File: src/rtl/key_round_gen_if.sv
// Bundle of the handshake, key and sub_bytes_four signals for key_round_gen.
// The master side is the requester/consumer; the slave side is the key generator.
interface key_round_gen_if;
    logic         in_valid;
    logic         in_ready;
    logic [127:0] key_in;
    logic [3:0]   round_in;
    logic [31:0]  sub_word_out;
    logic [3:0]   sub_round_out;
    logic [31:0]  sub_word_in;
    logic [3:0]   sub_round_in;
    logic [127:0] key_out;
    logic [3:0]   round_out;
    logic         out_valid;
    logic         out_ready;
    logic         err;

    modport master (
        output in_valid, key_in, round_in, sub_word_in, sub_round_in, out_ready,
        input  in_ready, sub_word_out, sub_round_out, key_out, round_out, out_valid, err
    );

    modport slave (
        input  in_valid, key_in, round_in, sub_word_in, sub_round_in, out_ready,
        output in_ready, sub_word_out, sub_round_out, key_out, round_out, out_valid, err
    );
endinterface

File: src/rtl/key_round_gen.sv
// AES-128 key-expansion round: derives round key N from round key N-1, one word per
// cycle, using an external combinational SubWord unit (sub_bytes_four).
module key_round_gen (
    input logic            clk,
    input logic            rst_n,
    key_round_gen_if.slave bus
);

    typedef enum logic [2:0] {StIdle, StSub, StW0, StW1, StW2, StW3, StDone} state_e;

    state_e       state_q, state_d;
    logic [127:0] kreg_q, kreg_d;
    logic [3:0]   rnd_q, rnd_d;
    logic [31:0]  temp_q, temp_d;
    logic [127:0] key_q, key_d;
    logic [3:0]   round_out_q, round_out_d;
    logic         out_valid_q, out_valid_d;
    logic         err_q, err_d;
    logic         round_legal;

    function automatic logic [7:0] rcon(input logic [3:0] r);
        case (r)
            4'd1:    return 8'h01;
            4'd2:    return 8'h02;
            4'd3:    return 8'h04;
            4'd4:    return 8'h08;
            4'd5:    return 8'h10;
            4'd6:    return 8'h20;
            4'd7:    return 8'h40;
            4'd8:    return 8'h80;
            4'd9:    return 8'h1b;
            4'd10:   return 8'h36;
            default: return 8'h00;
        endcase
    endfunction

    assign round_legal = (bus.round_in >= 4'd1) && (bus.round_in <= 4'd10);

    always_comb begin
        state_d     = state_q;
        kreg_d      = kreg_q;
        rnd_d       = rnd_q;
        temp_d      = temp_q;
        key_d       = key_q;
        round_out_d = round_out_q;
        out_valid_d = 1'b0;
        err_d       = 1'b0;
        case (state_q)
            StIdle: begin
                if (bus.in_valid) begin
                    if (round_legal) begin
                        kreg_d  = bus.key_in;
                        rnd_d   = bus.round_in;
                        state_d = StSub;
                    end else begin
                        err_d = 1'b1;
                    end
                end
            end
            StSub: begin
                if (bus.sub_round_in != rnd_q) begin
                    err_d   = 1'b1;
                    state_d = StIdle;
                end else begin
                    temp_d  = bus.sub_word_in;
                    state_d = StW0;
                end
            end
            StW0: begin
                key_d[127:96] = kreg_q[127:96] ^ temp_q ^ {rcon(rnd_q), 24'h0};
                state_d       = StW1;
            end
            StW1: begin
                key_d[95:64] = key_q[127:96] ^ kreg_q[95:64];
                state_d      = StW2;
            end
            StW2: begin
                key_d[63:32] = key_q[95:64] ^ kreg_q[63:32];
                state_d      = StW3;
            end
            StW3: begin
                key_d[31:0] = key_q[63:32] ^ kreg_q[31:0];
                round_out_d = rnd_q;
                state_d     = StDone;
            end
            StDone: begin
                // out_valid is registered, so it rises on the first edge spent in DONE
                out_valid_d = 1'b1;
                if (out_valid_q && bus.out_ready) begin
                    out_valid_d = 1'b0;
                    state_d     = StIdle;
                end
            end
            default: state_d = StIdle;
        endcase
    end

    always_ff @(posedge clk or negedge rst_n) begin
        if (!rst_n) begin
            state_q     <= StIdle;
            kreg_q      <= '0;
            rnd_q       <= '0;
            temp_q      <= '0;
            key_q       <= '0;
            round_out_q <= '0;
            out_valid_q <= 1'b0;
            err_q       <= 1'b0;
        end else begin
            state_q     <= state_d;
            kreg_q      <= kreg_d;
            rnd_q       <= rnd_d;
            temp_q      <= temp_d;
            key_q       <= key_d;
            round_out_q <= round_out_d;
            out_valid_q <= out_valid_d;
            err_q       <= err_d;
        end
    end

    assign bus.in_ready      = (state_q == StIdle);
    assign bus.sub_word_out  = {kreg_q[23:0], kreg_q[31:24]};
    assign bus.sub_round_out = rnd_q;
    assign bus.key_out       = key_q;
    assign bus.round_out     = round_out_q;
    assign bus.out_valid     = out_valid_q;
    assign bus.err           = err_q;

endmodule

File: src/flat_wrapper.sv
// flat-port wrapper written by rule: the top's interface ports become plain ports
module key_round_gen_flat 
  (clk, rst_n, bus_in_valid, bus_key_in, bus_round_in, bus_sub_word_in, bus_sub_round_in, bus_out_ready, bus_in_ready, bus_sub_word_out, bus_sub_round_out, bus_key_out, bus_round_out, bus_out_valid, bus_err);
  key_round_gen_if bus_i ();
  input logic clk;
  input logic rst_n;
  input wire logic [$bits(bus_i.in_valid)-1:0] bus_in_valid;
  input wire logic [$bits(bus_i.key_in)-1:0] bus_key_in;
  input wire logic [$bits(bus_i.round_in)-1:0] bus_round_in;
  input wire logic [$bits(bus_i.sub_word_in)-1:0] bus_sub_word_in;
  input wire logic [$bits(bus_i.sub_round_in)-1:0] bus_sub_round_in;
  input wire logic [$bits(bus_i.out_ready)-1:0] bus_out_ready;
  output wire logic [$bits(bus_i.in_ready)-1:0] bus_in_ready;
  output wire logic [$bits(bus_i.sub_word_out)-1:0] bus_sub_word_out;
  output wire logic [$bits(bus_i.sub_round_out)-1:0] bus_sub_round_out;
  output wire logic [$bits(bus_i.key_out)-1:0] bus_key_out;
  output wire logic [$bits(bus_i.round_out)-1:0] bus_round_out;
  output wire logic [$bits(bus_i.out_valid)-1:0] bus_out_valid;
  output wire logic [$bits(bus_i.err)-1:0] bus_err;
  assign bus_i.in_valid = bus_in_valid;
  assign bus_i.key_in = bus_key_in;
  assign bus_i.round_in = bus_round_in;
  assign bus_i.sub_word_in = bus_sub_word_in;
  assign bus_i.sub_round_in = bus_sub_round_in;
  assign bus_i.out_ready = bus_out_ready;
  assign bus_in_ready = bus_i.in_ready;
  assign bus_sub_word_out = bus_i.sub_word_out;
  assign bus_sub_round_out = bus_i.sub_round_out;
  assign bus_key_out = bus_i.key_out;
  assign bus_round_out = bus_i.round_out;
  assign bus_out_valid = bus_i.out_valid;
  assign bus_err = bus_i.err;
  key_round_gen u_core (.clk(clk), .rst_n(rst_n), .bus(bus_i));
endmodule
File: config.mk
export PLATFORM = sky130hd
export DESIGN_NAME = key_round_gen_flat
export DESIGN_NICKNAME = d
export VERILOG_FILES = /design/src/rtl/key_round_gen_if.sv /design/src/rtl/key_round_gen.sv /design/src/flat_wrapper.sv
export SDC_FILE = /design/constraint.sdc
export NUM_CORES = 1
export LEC_CHECK = 0
export ABC_CLOCK_PERIOD_IN_PS = 3030
export BUFFER_PORTS_ARGS = -buffer_cell sky130_fd_sc_hd__buf_2
export CAP_MARGIN = 20
export CORE_UTILIZATION = 55
export DETAILED_ROUTE_END_ITERATION = 10
export PLACE_DENSITY_LB_ADDON = 0.15
export SKIP_CTS_REPAIR_TIMING = 1
export SYNTH_ARGS = -nofsm -noshare
export SYNTH_HDL_FRONTEND = slang
export SYNTH_SLANG_ARGS = --single-unit
File: constraint.sdc
create_clock -name clk -period 3.03 [get_ports clk]
set_input_delay 0.1515 -clock clk [delete_from_list [all_inputs] [get_ports clk]]
set_output_delay 0.1515 -clock clk [all_outputs]
set_load 0.05 [all_outputs]
Yosys cells after proc, flatten, opt, wreduce, memory -nomap -nowiden
Memories as Yosys holds them, arrays and structs flattened.
Index checks and enable logic that the tools add are counted.
{"block": "op_classes", "n_lt_le_gt_ge": 2, "n_bitwise": 6, "mux": 12, "n_eq_ne": 10, "reduce_logical": 6}
{"cell": "bitwise XOR 32 bit", "n": 5}
{"cell": "one-hot mux 3 bit (7 select lines)", "n": 1}
{"cell": "equality test 3 bit (second input constant)", "n": 3}
{"cell": "two-way mux 3 bit", "n": 3}
{"cell": "two-way mux 8 bit", "n": 1}
{"cell": "equality test 3 x 2 -> 1 bit (second input constant)", "n": 2}
{"cell": "AND reduction 3 bit", "n": 2}
{"cell": "two-way mux 1 bit", "n": 5}
{"cell": "greater-or-equal comparator 4 x 1 -> 1 bit (second input constant)", "n": 1}
{"cell": "<= comparator 4 bit (second input constant)", "n": 1}
{"cell": "!= test 2 x 1 -> 1 bit (second input constant)", "n": 2}
{"cell": "!= test 4 bit", "n": 1}
{"cell": "equality test 3 x 1 -> 1 bit (second input constant)", "n": 1}
{"cell": "zero test 3 bit", "n": 1}
{"cell": "logical AND 1 bit", "n": 2}
{"cell": "two-way mux 2 bit", "n": 1}
{"cell": "!= test 2 bit (second input constant)", "n": 1}
{"cell": "one-hot mux 1 bit (2 select lines)", "n": 1}
{"cell": "AND reduction 2 bit", "n": 1}
{"cell": "inverter 1 bit", "n": 1}
{"block": "word_totals", "wordCells": 48, "register_bits": 301, "out_inout_bits": 171, "memories": 1, "inputBits": 172, "romBits": 128}
{"name": "(no name shown)", "depth": 16, "word_bits": 8, "rd": 1, "rd_ports_with_merged_regs": 0, "write_ports": 0, "line": "key_round_gen.sv:22", "text": "case (r)"}

Longest topological paths before layout
{"block": "logic_depth", "depth_word": 5, "ltp_mapped": 7, "depth_no_buf": 6}

Least setup slack after synthesis
No wires, ideal clock.
{"block": "synth_path", "kind": "register to register", "from": "register u_core.rnd_q[3], in the netlist u_core.bus.sub_round_out[3]", "to": "register u_core.temp_q[6]", "setup_time_ps": 128, "t_required_ps": 2902, "path_stages_with_launch": 7, "setup_slack_ps": 1007, "synth_period_minus_slack_ps": 2023, "path_buffers": 2, "arrival_ps": 1896, "cell_sequence": "dfrtp_1 > buf_2 > xor2_1 > nor4_2 > nand3_1 > buf_2 > mux2_1"}
{"block": "synth_between", "elab_chain_cells": 3}
{"element": "start: declaration", "line": "key_round_gen.sv:13", "text": "logic [3:0] rnd_q, rnd_d;"}
{"element": "start signal: assignment", "line": "key_round_gen.sv:111", "text": "rnd_q <= rnd_d;"}
{"element": "!= test 4 bit", "line": "key_round_gen.sv:61", "text": "if (bus.sub_round_in != rnd_q) begin"}
{"element": "inverter 1 bit (no source line)"}
{"element": "AND reduction 2 bit (no source line)"}
{"element": "end signal: assignment", "line": "key_round_gen.sv:112", "text": "temp_q <= temp_d;"}
{"element": "end: declaration", "line": "key_round_gen.sv:14", "text": "logic [31:0] temp_q, temp_d;"}
No other way between the ends.
A chain may end at the register's enable or synchronous reset.

Worst setup path after layout
{"block": "layout_path", "from": "register u_core.state_q[1]", "to": "register u_core.key_q[102], in the netlist u_core.bus.key_out[102]"}
{"block": "layout_between", "elab_chain_cells": 1}
{"element": "start: declaration", "line": "key_round_gen.sv:11", "text": "state_e state_q, state_d;"}
{"element": "start signal: assignment", "line": "key_round_gen.sv:100", "text": "state_q <= StIdle;"}
{"element": "start signal: assignment", "line": "key_round_gen.sv:109", "text": "state_q <= state_d;"}
{"element": "equality test 3 x 2 -> 1 bit", "line": "key_round_gen.sv:48", "text": "case (state_q)"}
{"element": "end signal: assignment", "line": "key_round_gen.sv:113", "text": "key_q <= key_d;"}
{"element": "end: declaration", "line": "key_round_gen.sv:15", "text": "logic [127:0] key_q, key_d;"}
No other way between the ends.

==> out/metrics.cfg <==
[clocking]
worstSkewPairLatency_ps=540
cts_buffers=31
cts_tree=done
clk_pin_slew_ps=60
cts_sinks=301
clockBufferDepth=3
clock-root-buffer=clkbuf_16
cts_max_level=1

[setup_path]
crit_fanout=64
cpPeakStageDelay_ps=910
critPathKind=reg -> reg
worstPathRequired_ps=3400
startpoint_type=flop
crit_chain=inv_1 -> or3_2 -> nand2_1 -> o21ai_0
critPathCaptureType=flop
cp_data_arrival_time_ps=2480
path_buf_inv=1
crit_slowest_cell=or3_2
path_delay_family=simple AND/OR/NAND/NOR gates

[die]
fp.dieW_um=155
start_util=0.566
die_h_um=155
die-area_um2=24000
rows=55
io_pins=343
coreArea_um2=22800

[finish]
nets=1642
drive_gt1_frac=0.389
final_area_um2=17400
area_delta_synth_final_pct=35.0

[timing]
fin_crit_sh=0.699
worstMarginPinSlew_ps=993
whs_ps=-23.1
slew_headroom=0.338
rsz0062_at_grt=no
fin_skew_ps=7.65
fin_crit_ps=2120
clock.fmax_mhz=472
fin_setup_tns_ps=0
setup_viol=0
drv_slew=0
hold_viol=2

[logic_synthesis]
yosys_warnings=0
synthCells=995
netlist.area_leader.share=0.584
synth_seq_cells=301
yosysMostFrequentCell=dfrtp_1
syn_nets=1171
synthTopCellsByArea=dfrtp_1 (58%), mux2_4 (9.3%), xnor2_1 (9.0%)
synth.largest_area_cell=dfrtp_1
synth.lib_cells_used.distinct=32
synth_edf_count=0
ys_seq_area_frac=0.584
async_reset_ff_frac=1.00
synth_common_cells=dfrtp_1 (301), xnor2_1 (133), o21ai_0 (103)
synthFlopType=dfrtp_1
syn_area_um2=12900
syn_avg_cell_area_um2=13.0

[power_and_ir_drop]
power.leakage_nw=8.22
powerDensity_nw_per_um2=1280
peakVddDrop_uv=677

[place]
port_buffers=342
place_area_um2=14700
dpl.hpwl_um=20700
place_congestion=0.816

[status]
violations=hold timing
status=finished with violations

[global_route]
grt_max_degree=85
globalRouteTotalUtil=0.242
overflow=0
antenna_found_initial=3
grt_pass1_wl_um=45500
grt_pass1_vias=8228

[run]
cap_violations=0

[detailed_routing]
dr.pass1.iters=4
vias=9053
wl_um=33200
initialDrtViolationCount=433
via_per_inst=5.01
ant_nets=0
route.detailed.drc=0
wire_per_inst_um=18.4

[min_path]
holdCritPathClass=in -> reg

-- final timing paths --
check | from | endpoint | slack (ps) | cells after the start
setup / recovery | u_core.state_q[1]$_DFFE_PN0P_ | u_core.bus.key_out[102]$_DFFE_PN0P_ | 910 | 4
hold / removal | bus_out_ready | u_core.state_q[1]$_DFFE_PN0P_ | -20 | 4
setup reg to reg | u_core.state_q[1]$_DFFE_PN0P_ | u_core.bus.key_out[102]$_DFFE_PN0P_ | 910 | 4
hold reg to reg | u_core.bus.key_out[30]$_DFFE_PN0P_ | u_core.bus.key_out[30]$_DFFE_PN0P_ | 480 | 2
max in group asynchronous | rst_n | u_core.kreg_q[97]$_DFFE_PN0P_ | 1900 | 3
min in group asynchronous | rst_n | u_core.temp_q[30]$_DFFE_PN0N_ | 200 | 2
-- cells by family (layout without fill, tap and decap cells) --
family,count (synthesis),count (layout),synth area share
compound gates,144,144,0.0574
buf+inv,86,580,0.0407
other cells,0,4,0
mux,168,168,0.170
xor+xnor,140,140,0.0951
flops,301,301,0.584
simple gates,152,152,0.0485
fa+ha+maj,4,4,0.00388
-- where the power goes --
group          switching [W]  internal (W)  leakage [nW]
combinational        0.00655       0.00393          4.02
clock                0.00155       0.00236         0.533
sequential           0.00182       0.00601          3.67
total                0.00992        0.0123          8.22
-- final cells by class --
type / count / area (µm²)
antenna: 4 / 10.0
clock buffer: 48 / 970
clock inverter: 8 / 97.6
fill: 1463 / 5380
inverter: 4 / 15.0
multi-input combinational: 608 / 4860
sequential: 301 / 7530
tap: 313 / 392
timing repair buffer: 520 / 3520
-- routing by layer --
layer	up-vias	track usage	share of wire
li1	4248	-	-
met1	4433	0.334	0.42
met2	300	0.388	0.50
met3	72	0.0554	0.056
met4	0	0.0632	0.028
met5	-	0	0
-- state kept, by name (all words and copies together) (netlist names) --
register,flops
u_core.bus.round_out,4
u_core.kreg_q,128
u_core.bus.out_valid,1
u_core.temp_q,32
u_core.bus.key_out,128
u_core.bus.err,1
u_core.bus.sub_round_out,4
u_core.state_q,3
-- worst reg2reg max path, stage by stage, from the launching register on --
cell and delay (ps):
dfrtp_1 560, inv_1 140, or3_2 910, nand2_1 230
o21ai_0 120
-- per-stage QoR --
stage | power (W) | hold WS (ps) | setup slack, ps | utilization | std cells
CTS | 0.0220 | -367 | 928 | 0.690 | 1636
floorplan | 0.0158 | -144 | 1010 | - | 995
global route | 0.0234 | 3.84 | 736 | 0.764 | 1806
detailed placement | 0.0180 | 202 | 916 | 0.643 | 1580
finish | 0.0222 | -23.1 | 912 | 0.764 | 1806
global placement | 0.0177 | 202 | 1030 | 0.643 | 1580
-- cell usage in the layout, fill, tap and decap left out, drive strengths merged, types with 3 or more instances in the layout --
cell type    instances
nand2              102
diode                4
clkbuf              48
buf                354
nor2b                3
ha                   4
nor2                35
o21ai              103
xnor2              133
a21oi               35
clkinv               5
dfrtp              301
xor2                 7
inv                  5
dlygate4sd3        166
mux2               166
Power figures use the tool's default switching activity.
